**config.mk**
```make
export PLATFORM = sky130hd
export DESIGN_NAME = dds_tune_ctrl
export DESIGN_NICKNAME = d
export VERILOG_FILES = /design/src/rtl/dds_pkg.sv /design/src/rtl/dds_req_latch.sv /design/src/rtl/dds_tune_ctrl.sv
export SDC_FILE = /design/constraint.sdc
export NUM_CORES = 1
export LEC_CHECK = 0
export ABC_AREA = 1
export ABC_CLOCK_PERIOD_IN_PS = 4650
export BUFFER_PORTS_ARGS = -buffer_cell sky130_fd_sc_hd__buf_2
export CORE_UTILIZATION = 54
export DETAILED_ROUTE_END_ITERATION = 10
export PLACE_DENSITY = 0.78
export SLEW_MARGIN = 20
export SYNTH_ARGS = -nofsm -noshare
export SYNTH_HDL_FRONTEND = slang
export SYNTH_SLANG_ARGS = --single-unit
```
**constraint.sdc**
```tcl
create_clock -name Fg_clk -period 4.65 [get_ports Fg_clk]
set_input_delay 0.465 -clock Fg_clk [delete_from_list [all_inputs] [get_ports Fg_clk]]
set_output_delay 0.465 -clock Fg_clk [all_outputs]
set_load 0.1 [all_outputs]
```
**src/rtl/dds_pkg.sv**
```systemverilog
// Shared types and constants for the DDS tuning-word update path.
package dds_pkg;

  localparam int ADDR_W   = 11;
  localparam int TW_W     = 32;
  localparam int MAX_ADDR = 1800;

  localparam logic [2:0] MODE_4 = 3'd4;

  typedef enum logic [2:0] {
    IDLE,
    READ,
    FETCH,
    WAIT_WRAP,
    APPLY
  } state_t;

endpackage

```
**src/rtl/dds_req_latch.sv**
```systemverilog
// Request capture for frequency updates: address clamp, latched address,
// mode-change detect and the pending flag used to coalesce requests.
module dds_req_latch #(
  parameter int ADDR_W   = 11,
  parameter int MAX_ADDR = 1800
) (
  input  logic              clk,
  input  logic              rst,
  input  logic              freq_chng,
  input  logic [ADDR_W-1:0] address,
  input  logic [2:0]        mode,
  input  logic [2:0]        mode_out,
  input  logic              idle,
  input  logic              clear_pend,
  output logic              req,
  output logic [ADDR_W-1:0] addr_next,
  output logic              pending
);

  logic [ADDR_W-1:0] addr_clamped;
  logic [ADDR_W-1:0] addr_lat;
  logic [2:0]        mode_d;
  logic              mode_req;

  assign addr_clamped = (address > ADDR_W'(MAX_ADDR)) ? ADDR_W'(MAX_ADDR) : address;

  // While idle a mode mismatch against the applied mode is a request; once an
  // update is in flight only a fresh edge on Mode counts, otherwise the mode
  // being fetched would keep re-arming the pending flag.
  assign mode_req  = idle ? (mode != mode_out) : (mode != mode_d);
  assign req       = freq_chng | mode_req;
  assign addr_next = freq_chng ? addr_clamped : addr_lat;

  always_ff @(posedge clk or posedge rst) begin
    if (rst) begin
      addr_lat <= '0;
      mode_d   <= '0;
      pending  <= 1'b0;
    end else begin
      addr_lat <= addr_next;
      mode_d   <= mode;
      if (clear_pend)
        pending <= 1'b0;
      else if (!idle && req)
        pending <= 1'b1;
    end
  end

endmodule

```
**src/rtl/dds_tune_ctrl.sv**
```systemverilog
// Fetches tuning words from the frequency ROM and applies them to the phase
// accumulator only on a phase wrap (or after a timeout), coalescing requests.
module dds_tune_ctrl #(
  parameter int ADDR_W   = dds_pkg::ADDR_W,
  parameter int TW_W     = dds_pkg::TW_W,
  parameter int ROM_LAT  = 2,
  parameter int MAX_ADDR = dds_pkg::MAX_ADDR,
  parameter int WRAP_TMO = 4096
) (
  input  logic              Fg_clk,
  input  logic              Reset,
  input  logic [2:0]        Mode,
  input  logic              FreqChng,
  input  logic [ADDR_W-1:0] address,
  input  logic              phase_wrap,
  output logic              rom_en,
  output logic [ADDR_W-1:0] rom_addr,
  input  logic [TW_W-1:0]   rom_data,
  output logic [TW_W-1:0]   tw_out,
  output logic [2:0]        mode_out,
  output logic              tw_load,
  output logic              busy
);

  import dds_pkg::state_t;
  import dds_pkg::IDLE;
  import dds_pkg::READ;
  import dds_pkg::FETCH;
  import dds_pkg::WAIT_WRAP;
  import dds_pkg::APPLY;

  localparam int TMO_W = (WRAP_TMO > 2) ? $clog2(WRAP_TMO) : 1;

  state_t            state;
  logic              req;
  logic              pending;
  logic [ADDR_W-1:0] addr_next;
  logic [2:0]        lat_cnt;
  logic [TMO_W-1:0]  tmo_cnt;
  logic [TW_W-1:0]   staged_tw;
  logic [2:0]        staged_mode;

  dds_req_latch #(
    .ADDR_W   (ADDR_W),
    .MAX_ADDR (MAX_ADDR)
  ) u_req_latch (
    .clk        (Fg_clk),
    .rst        (Reset),
    .freq_chng  (FreqChng),
    .address    (address),
    .mode       (Mode),
    .mode_out   (mode_out),
    .idle       (state == IDLE),
    .clear_pend (state == APPLY),
    .req        (req),
    .addr_next  (addr_next),
    .pending    (pending)
  );

  // Strobes and loaded values are set on the edge entering READ/APPLY so that
  // every output is a plain register.
  always_ff @(posedge Fg_clk or posedge Reset) begin
    if (Reset) begin
      state       <= IDLE;
      rom_en      <= 1'b0;
      rom_addr    <= '0;
      tw_out      <= '0;
      mode_out    <= '0;
      tw_load     <= 1'b0;
      busy        <= 1'b0;
      lat_cnt     <= '0;
      tmo_cnt     <= '0;
      staged_tw   <= '0;
      staged_mode <= '0;
    end else begin
      rom_en  <= 1'b0;
      tw_load <= 1'b0;
      unique case (state)
        IDLE: begin
          if (req) begin
            state    <= READ;
            rom_en   <= 1'b1;
            rom_addr <= addr_next;
            busy     <= 1'b1;
          end
        end
        READ: begin
          staged_mode <= Mode;
          lat_cnt     <= '0;
          state       <= FETCH;
        end
        FETCH: begin
          if (lat_cnt == 3'(ROM_LAT - 1)) begin
            staged_tw <= rom_data;
            tmo_cnt   <= '0;
            state     <= WAIT_WRAP;
          end else begin
            lat_cnt <= lat_cnt + 3'd1;
          end
        end
        WAIT_WRAP: begin
          if (phase_wrap || tmo_cnt == TMO_W'(WRAP_TMO - 1)) begin
            tw_out   <= staged_tw;
            mode_out <= staged_mode;
            tw_load  <= 1'b1;
            tmo_cnt  <= '0;
            state    <= APPLY;
          end else begin
            tmo_cnt <= tmo_cnt + 1'b1;
          end
        end
        APPLY: begin
          // A request arriving in this very cycle is served directly by the
          // refetch, so it is folded in with the pending flag.
          if (pending || req) begin
            state    <= READ;
            rom_en   <= 1'b1;
            rom_addr <= addr_next;
          end else begin
            state <= IDLE;
            busy  <= 1'b0;
          end
        end
        default: begin
          state <= IDLE;
          busy  <= 1'b0;
        end
      endcase
    end
  end

endmodule

```
==> results of run 1 <==
[worst reg2reg max path, delay by kind of cell, from the launching register on]
kind	cells	cell delay (ns)
adders and majority gates	1	0.20
DFF	1	0.41
and+or+nand+nor	9	1.38
buffers and inverters	1	0.80
[flip-flops by register name, summed over array words and instances (netlist names), 3 cells and up]
name	cells
lat_cnt	3
mode_out	3
tmo_cnt	12
u_req_latch.mode_d	3
u_req_latch.addr_lat	11
tw_out	32
rom_addr	11
state	3
staged_mode	3
staged_tw	32
[metrics by stage]
step | util | worst slack [ns] | instance area (um2) | instances
final | 0.687 | 1.80 | 5960 | 769
after global routing | 0.687 | 1.49 | 5960 | 769
after floorplan | - | 1.08 | 4820 | 549
after CTS | 0.687 | 1.82 | 5960 | 769
after detailed placement | 0.619 | 1.83 | 5380 | 739
after global placement | 0.619 | 2.07 | 5380 | 739
[Yosys cell counts, types with 6 or more instances]
library cell,instances,share of area
dfrtp_1,117,0.61
nor3_1,7,0.0073
inv_1,49,0.038
a21oi_1,6,0.0062
nor2_1,15,0.012
nand2_2,6,0.0078
nand3_1,34,0.035
clkbuf_1,10,0.0078
nand2_1,232,0.18
o21ai_0,32,0.033
[placed cells by master (no fill, tap or decap), types with 6 or more instances in the layout]
cell       synthesis  layout
clkbuf_16          0      16
a21oi_1            6       6
nand2_2            6       6
inv_1             49      48
nor2_1            15      15
o21ai_0           32      32
dfrtp_1          117     117
nor3_1             7       7
buf_2              2      98
nand2_1          232     232
nand3_1           34      34
[cells by family (layout without fill, tap and decap cells)]
logic type / count (synthesis) / count (layout) / share of synthesized area
simple gates: 306 / 306 / 0.265
xor+xnor: 4 / 4 / 0.00726
fa+ha+maj: 3 / 3 / 0.00778
buf+inv: 70 / 182 / 0.0596
flops: 117 / 117 / 0.607
compound gates: 49 / 49 / 0.0539
[metal layers]
metal | up-vias | wire length, um | GRT usage | part of all wire
met5 | - | 0 | 0 | 0
met4 | 0 | 136 | 0.0931 | 0.014
met3 | 17 | 460 | 0.0595 | 0.047
met2 | 101 | 4730 | 0.380 | 0.49
met1 | 1809 | 4410 | 0.294 | 0.45
li1 | 1914 | - | - | -
[area by class of cell]
cell class | instances | area share
Clock buffer | 21 | 0.0770
Clock inverter | 9 | 0.0214
Inverter | 52 | 0.0332
Multi-Input combinational cell | 362 | 0.270
Sequential cell | 117 | 0.491
Tap cell | 108 | 0.0227
Timing Repair Buffer | 100 | 0.0848
[worst min path at each step]
| stage | startpoint | end | cells past startpoint |
|---|---|---|---|
| after floorplan | lat_cnt[2]$_DFFE_PP0P_ | lat_cnt[2]$_DFFE_PP0P_ | 1 |
| after global placement | staged_tw[28]$_DFFE_PP0P_ | tw_out[28]$_DFFE_PP0P_ | 2 |
| after detailed placement | staged_tw[23]$_DFFE_PP0P_ | tw_out[23]$_DFFE_PP0P_ | 2 |
| after CTS | Mode[1] | u_req_latch.mode_d[1]$_DFF_PP0_ | 1 |
| after global routing | Mode[1] | u_req_latch.mode_d[1]$_DFF_PP0_ | 1 |
| final | Mode[1] | u_req_latch.mode_d[1]$_DFF_PP0_ | 1 |
==> out/results.ini, run 1 <==
[floorplanning]
rows=34
die_y_um=96.5
die_w_um=96.5
start_util=0.556
core_area_mm2=0.00868
io_pins=99
dieArea_mm2=0.00932

[global_route]
grt_usage=0.231
grt_max_degree=75
gr-total-overflow=0
grt_pass1_vias=3730
grt_pass1_wl_um=16200
antenna_found_initial=0

[critical_path]
cp-endpoint=tw_out[22]$_DFFE_PP0P_
startpoint=tmo_cnt[0]$_DFFE_PP0P_
critical_path.max_stage_delay_ns=0.80
worst-path-buf-inv=1
cp_max_fo=29
crit_top_cell=nand2_1
r2r_cells=11
rrSetupSlack_ns=1.80
worstPathRequired_ns=5.09
path_cells=ha_1, nand3_1, nor2_1, nand2_1, nor2_2, nand2_1, nand2_1, nand2_1, inv_1, nand2_1, nand2_1
crit_slowest_cell=inv_1
end_kind=flop
reg2reg_to=tw_out[22]$_DFFE_PP0P_
worstSetupPathType=flop to flop
arrival_ns=3.29
worstReg2RegStart=tmo_cnt[0]$_DFFE_PP0P_
crit_family=simple AND/OR/NAND/NOR gates
startpoint_type=flop
cp.depth=11

[logic_synthesis]
synthArstFlopShare=1.00
ys_seq_area_frac=0.607
synth_area_per_cell_um2=8.79
synthCells=549
synth.distinct_cells=30
yosys_warnings=0
synth_seq_cells=117
ys.flop_type=dfrtp_1
syn-num-nets=602
syn_area_mm2=0.00482
synth-edff-count=0

[clock_network]
cts_htree_levels=4
path_clk_slew_ns=0.05
root_buffer=clkbuf_8
cts.sinks=117
cts_setup_buffers=0
clkLatencyLatePin_ns=0.51
cts_made_buffers=17
hold_buffers=0
post_cts_resized=0
cts_tree=built
clk_path_buf_depth=2

[cells_and_area]
layout.nets=703
antenna_cells=0
fillCellCount=666
drive_above_1_share=0.224
multi_input_area_mm2=0.00161
regArea_mm2=0.00293
syn_to_final_growth_pct=23.6

[sta]
hold_viol_final=0
drv_slew=0
timing.setup.tns_ns=0
tightest_slew_ns=0.930
rsz0062_at_grt=no
setup_viol=0
fmax_mhz=351
fin_crit_sh=0.613
hold_ws_ns=0.0975
slew_headroom=0.378
clock_skew_ns=0.00888
fin_crit_ns=2.85

[routing]
avgRoutedWirePerCell_um=12.7
routed_wl_um=9740
ant_nets=0
drtIter0Drc=223
drt_pre_antenna_iters=4
vias=3841
remaining_drc_errors=0
viasPerCell=4.99

[placement]
dp_hpwl_um=6500
portBuffers=98
gp_congestion=0.825

[outcome]
status=complete, no violations

[run]
drv_cap=0

[min_path]
hold_class=primary input to flop

Power of run 1 is left out: the tool's default activity adds up to more than one toggle a clock period on the data nets, which glitch-free logic cannot reach.
==> run 2: changes to the inputs <==
--- a/config.mk
+++ b/config.mk
@@ -6,11 +6,11 @@
 export NUM_CORES = 1
 export LEC_CHECK = 0
 export ABC_AREA = 1
-export ABC_CLOCK_PERIOD_IN_PS = 4650
+export ABC_CLOCK_PERIOD_IN_PS = 2510
 export BUFFER_PORTS_ARGS = -buffer_cell sky130_fd_sc_hd__buf_2
-export CORE_UTILIZATION = 54
+export CORE_UTILIZATION = 49
 export DETAILED_ROUTE_END_ITERATION = 10
-export PLACE_DENSITY = 0.78
+export PLACE_DENSITY = 0.74
 export SLEW_MARGIN = 20
 export SYNTH_ARGS = -nofsm -noshare
 export SYNTH_HDL_FRONTEND = slang
==> constraint.sdc (replaced) <==
create_clock -name Fg_clk -period 2.51 [get_ports Fg_clk]
set_input_delay 0.251 -clock Fg_clk [delete_from_list [all_inputs] [get_ports Fg_clk]]
set_output_delay 0.251 -clock Fg_clk [all_outputs]
set_load 0.1 [all_outputs]
==> run 2 against run 1 <==
Effect of this change:
- design area rose by 8.2%
- sequential share of layout area fell by 3.7 points
- non-clock buffer count rose by 45
- global-route usage rose by 2.0 points
- critical path type unchanged
- die area rose by 10%
- first-iteration DRC count fell by 13%
- worst hold slack got worse by 0.089 ns
- count of clock-buffer cells in the layout did not move
- core utilization rose by 0.13 points
- setup slack got worse by 1.5 ns
- critical path depth did not move
- critical endpoint is now tw_out[8]$_DFFE_PP0P_
==> out/results.ini, run 2 (same netlist as run 1, synthesis figures left out) <==
[outcome]
status=complete, no violations

[critical_path]
path_cells=ha_1, nand3_1, nor2_1, nand2_1, nor2_2, nand2_1, nand2_1, nand2_1, buf_4, nand2_1, o21ai_0
end_kind=flop
r2r_cells=11
worstSetupPathType=flop to flop
crit_family=simple AND/OR/NAND/NOR gates
cp.depth=11
worstPathRequired_ns=2.90
startpoint=tmo_cnt[0]$_DFFE_PP0P_
crit_top_cell=nand2_1
arrival_ns=2.61
worstReg2RegStart=tmo_cnt[0]$_DFFE_PP0P_
worst-path-buf-inv=1
crit_slowest_cell=dfrtp_1
critical_path.max_stage_delay_ns=0.39
startpoint_type=flop
cp_max_fo=19

[routing]
routed_wl_um=11500
vias=4144
remaining_drc_errors=0
drt_pre_antenna_iters=5
avgRoutedWirePerCell_um=13.8
ant_nets=0
viasPerCell=4.95
drtIter0Drc=193

[clock_network]
root_buffer=clkbuf_8
clk_path_buf_depth=2
cts_htree_levels=4
cts_setup_buffers=0
cts.sinks=117
cts_made_buffers=17
path_clk_slew_ns=0.06
cts_tree=built
clkLatencyLatePin_ns=0.52

[sta]
fin_crit_sh=0.884
drv_slew=0
rsz0062_at_grt=no
tightest_slew_ns=0.615
setup_viol=0
hold_viol_final=0
clock_skew_ns=0.0124
fmax_mhz=451
fin_crit_ns=2.22
slew_headroom=0.587
timing.setup.tns_ns=0

[cells_and_area]
syn_to_final_growth_pct=33.7
final_cell_mix=nand2_1, dfrtp_1, buf_2
regArea_mm2=0.00293
drive_above_1_share=0.222
multi_input_area_mm2=0.00161
largest_registers=staged_tw: 32 flops, tw_out: 32 flops, tmo_cnt: 12 flops
mostFrequentLayoutCell=nand2_1
layout.nets=748
antenna_cells=0
fillCellCount=712

[placement]
gp_congestion=0.830
dp_hpwl_um=6910
portBuffers=98

[min_path]
hold_depth=3
hold_class=primary input to flop
min_from=address[6]

[floorplanning]
dieArea_mm2=0.0102
die_y_um=101
die_w_um=101
start_util=0.515
core_area_mm2=0.00937
io_pins=99
rows=35

[run]
drv_cap=0

[global_route]
grt_use_met3=0.0752
grt_pass1_vias=4245
antenna_found_initial=0
busiest_layer=met2
grt_use_met2=0.418
gr-total-overflow=0
grt_max_degree=73
met1_usage=0.308
grt_usage=0.252
grt_pass1_wl_um=19500

[run 2: final cells by class]
type | instances | area share
clock inverters | 11 | 0.0194
well taps | 129 | 0.0250
flip-flops and latches | 117 | 0.454
repair buffers | 145 | 0.150
clock buffers | 21 | 0.0712
multi-input cells | 362 | 0.250
inverters | 52 | 0.0308
[run 2: final timing paths]
check / to / slack [ns]
worst max-delay path: tw_out[8]$_DFFE_PP0P_ / 0.29
worst min-delay path: u_req_latch.addr_lat[6]$_DFF_PP0_ / 0.009
worst max register to register: tw_out[8]$_DFFE_PP0P_ / 0.29
worst min register to register: tw_out[28]$_DFFE_PP0P_ / 0.46
max in group asynchronous: u_req_latch.mode_d[0]$_DFF_PP0_ / 1.76
min in group asynchronous: staged_tw[29]$_DFFE_PP0P_ / 0.39
[run 2: metal layers]
metal  wire [um]  vias to the layer above
met4         218                        0
met3         660                       24
met2        5850                      147
met1        4810                     1971
met5           0                        -
li1            -                     2002
[run 2: through the flow]
| step | setup WS (ns) | area, um2 | std cells | hold WS, ns | utilization |
|---|---|---|---|---|---|
| 2_1_floorplan | 0.518 | 4830 | 549 | 0.282 | - |
| 3_3_place_gp | 0.483 | 5470 | 766 | 0.359 | 0.584 |
| 3_5_place_dp | 0.301 | 5470 | 766 | 0.362 | 0.584 |
| 4_1_cts | 0.272 | 6450 | 837 | 0.00271 | 0.688 |
| 5_1_grt | 0.0181 | 6450 | 837 | 0.0228 | 0.688 |
| 6_report | 0.292 | 6450 | 837 | 0.00889 | 0.688 |
[run 2: worst min-delay path: cells and delay by family]
kind | cells | cell delay (ns)
buffers and inverters | 1 | 0.09
AND/OR/NAND/NOR | 2 | 0.15
[run 2: timing repair]
item | in CTS | in global routing
endpoints found under the hold margin | 155 | 0
endpoints found under the setup margin | 0 | 1
hold buffers | 39 | 0
gates resized for setup | 0 | 1
Power of run 2 is left out for the same reason.
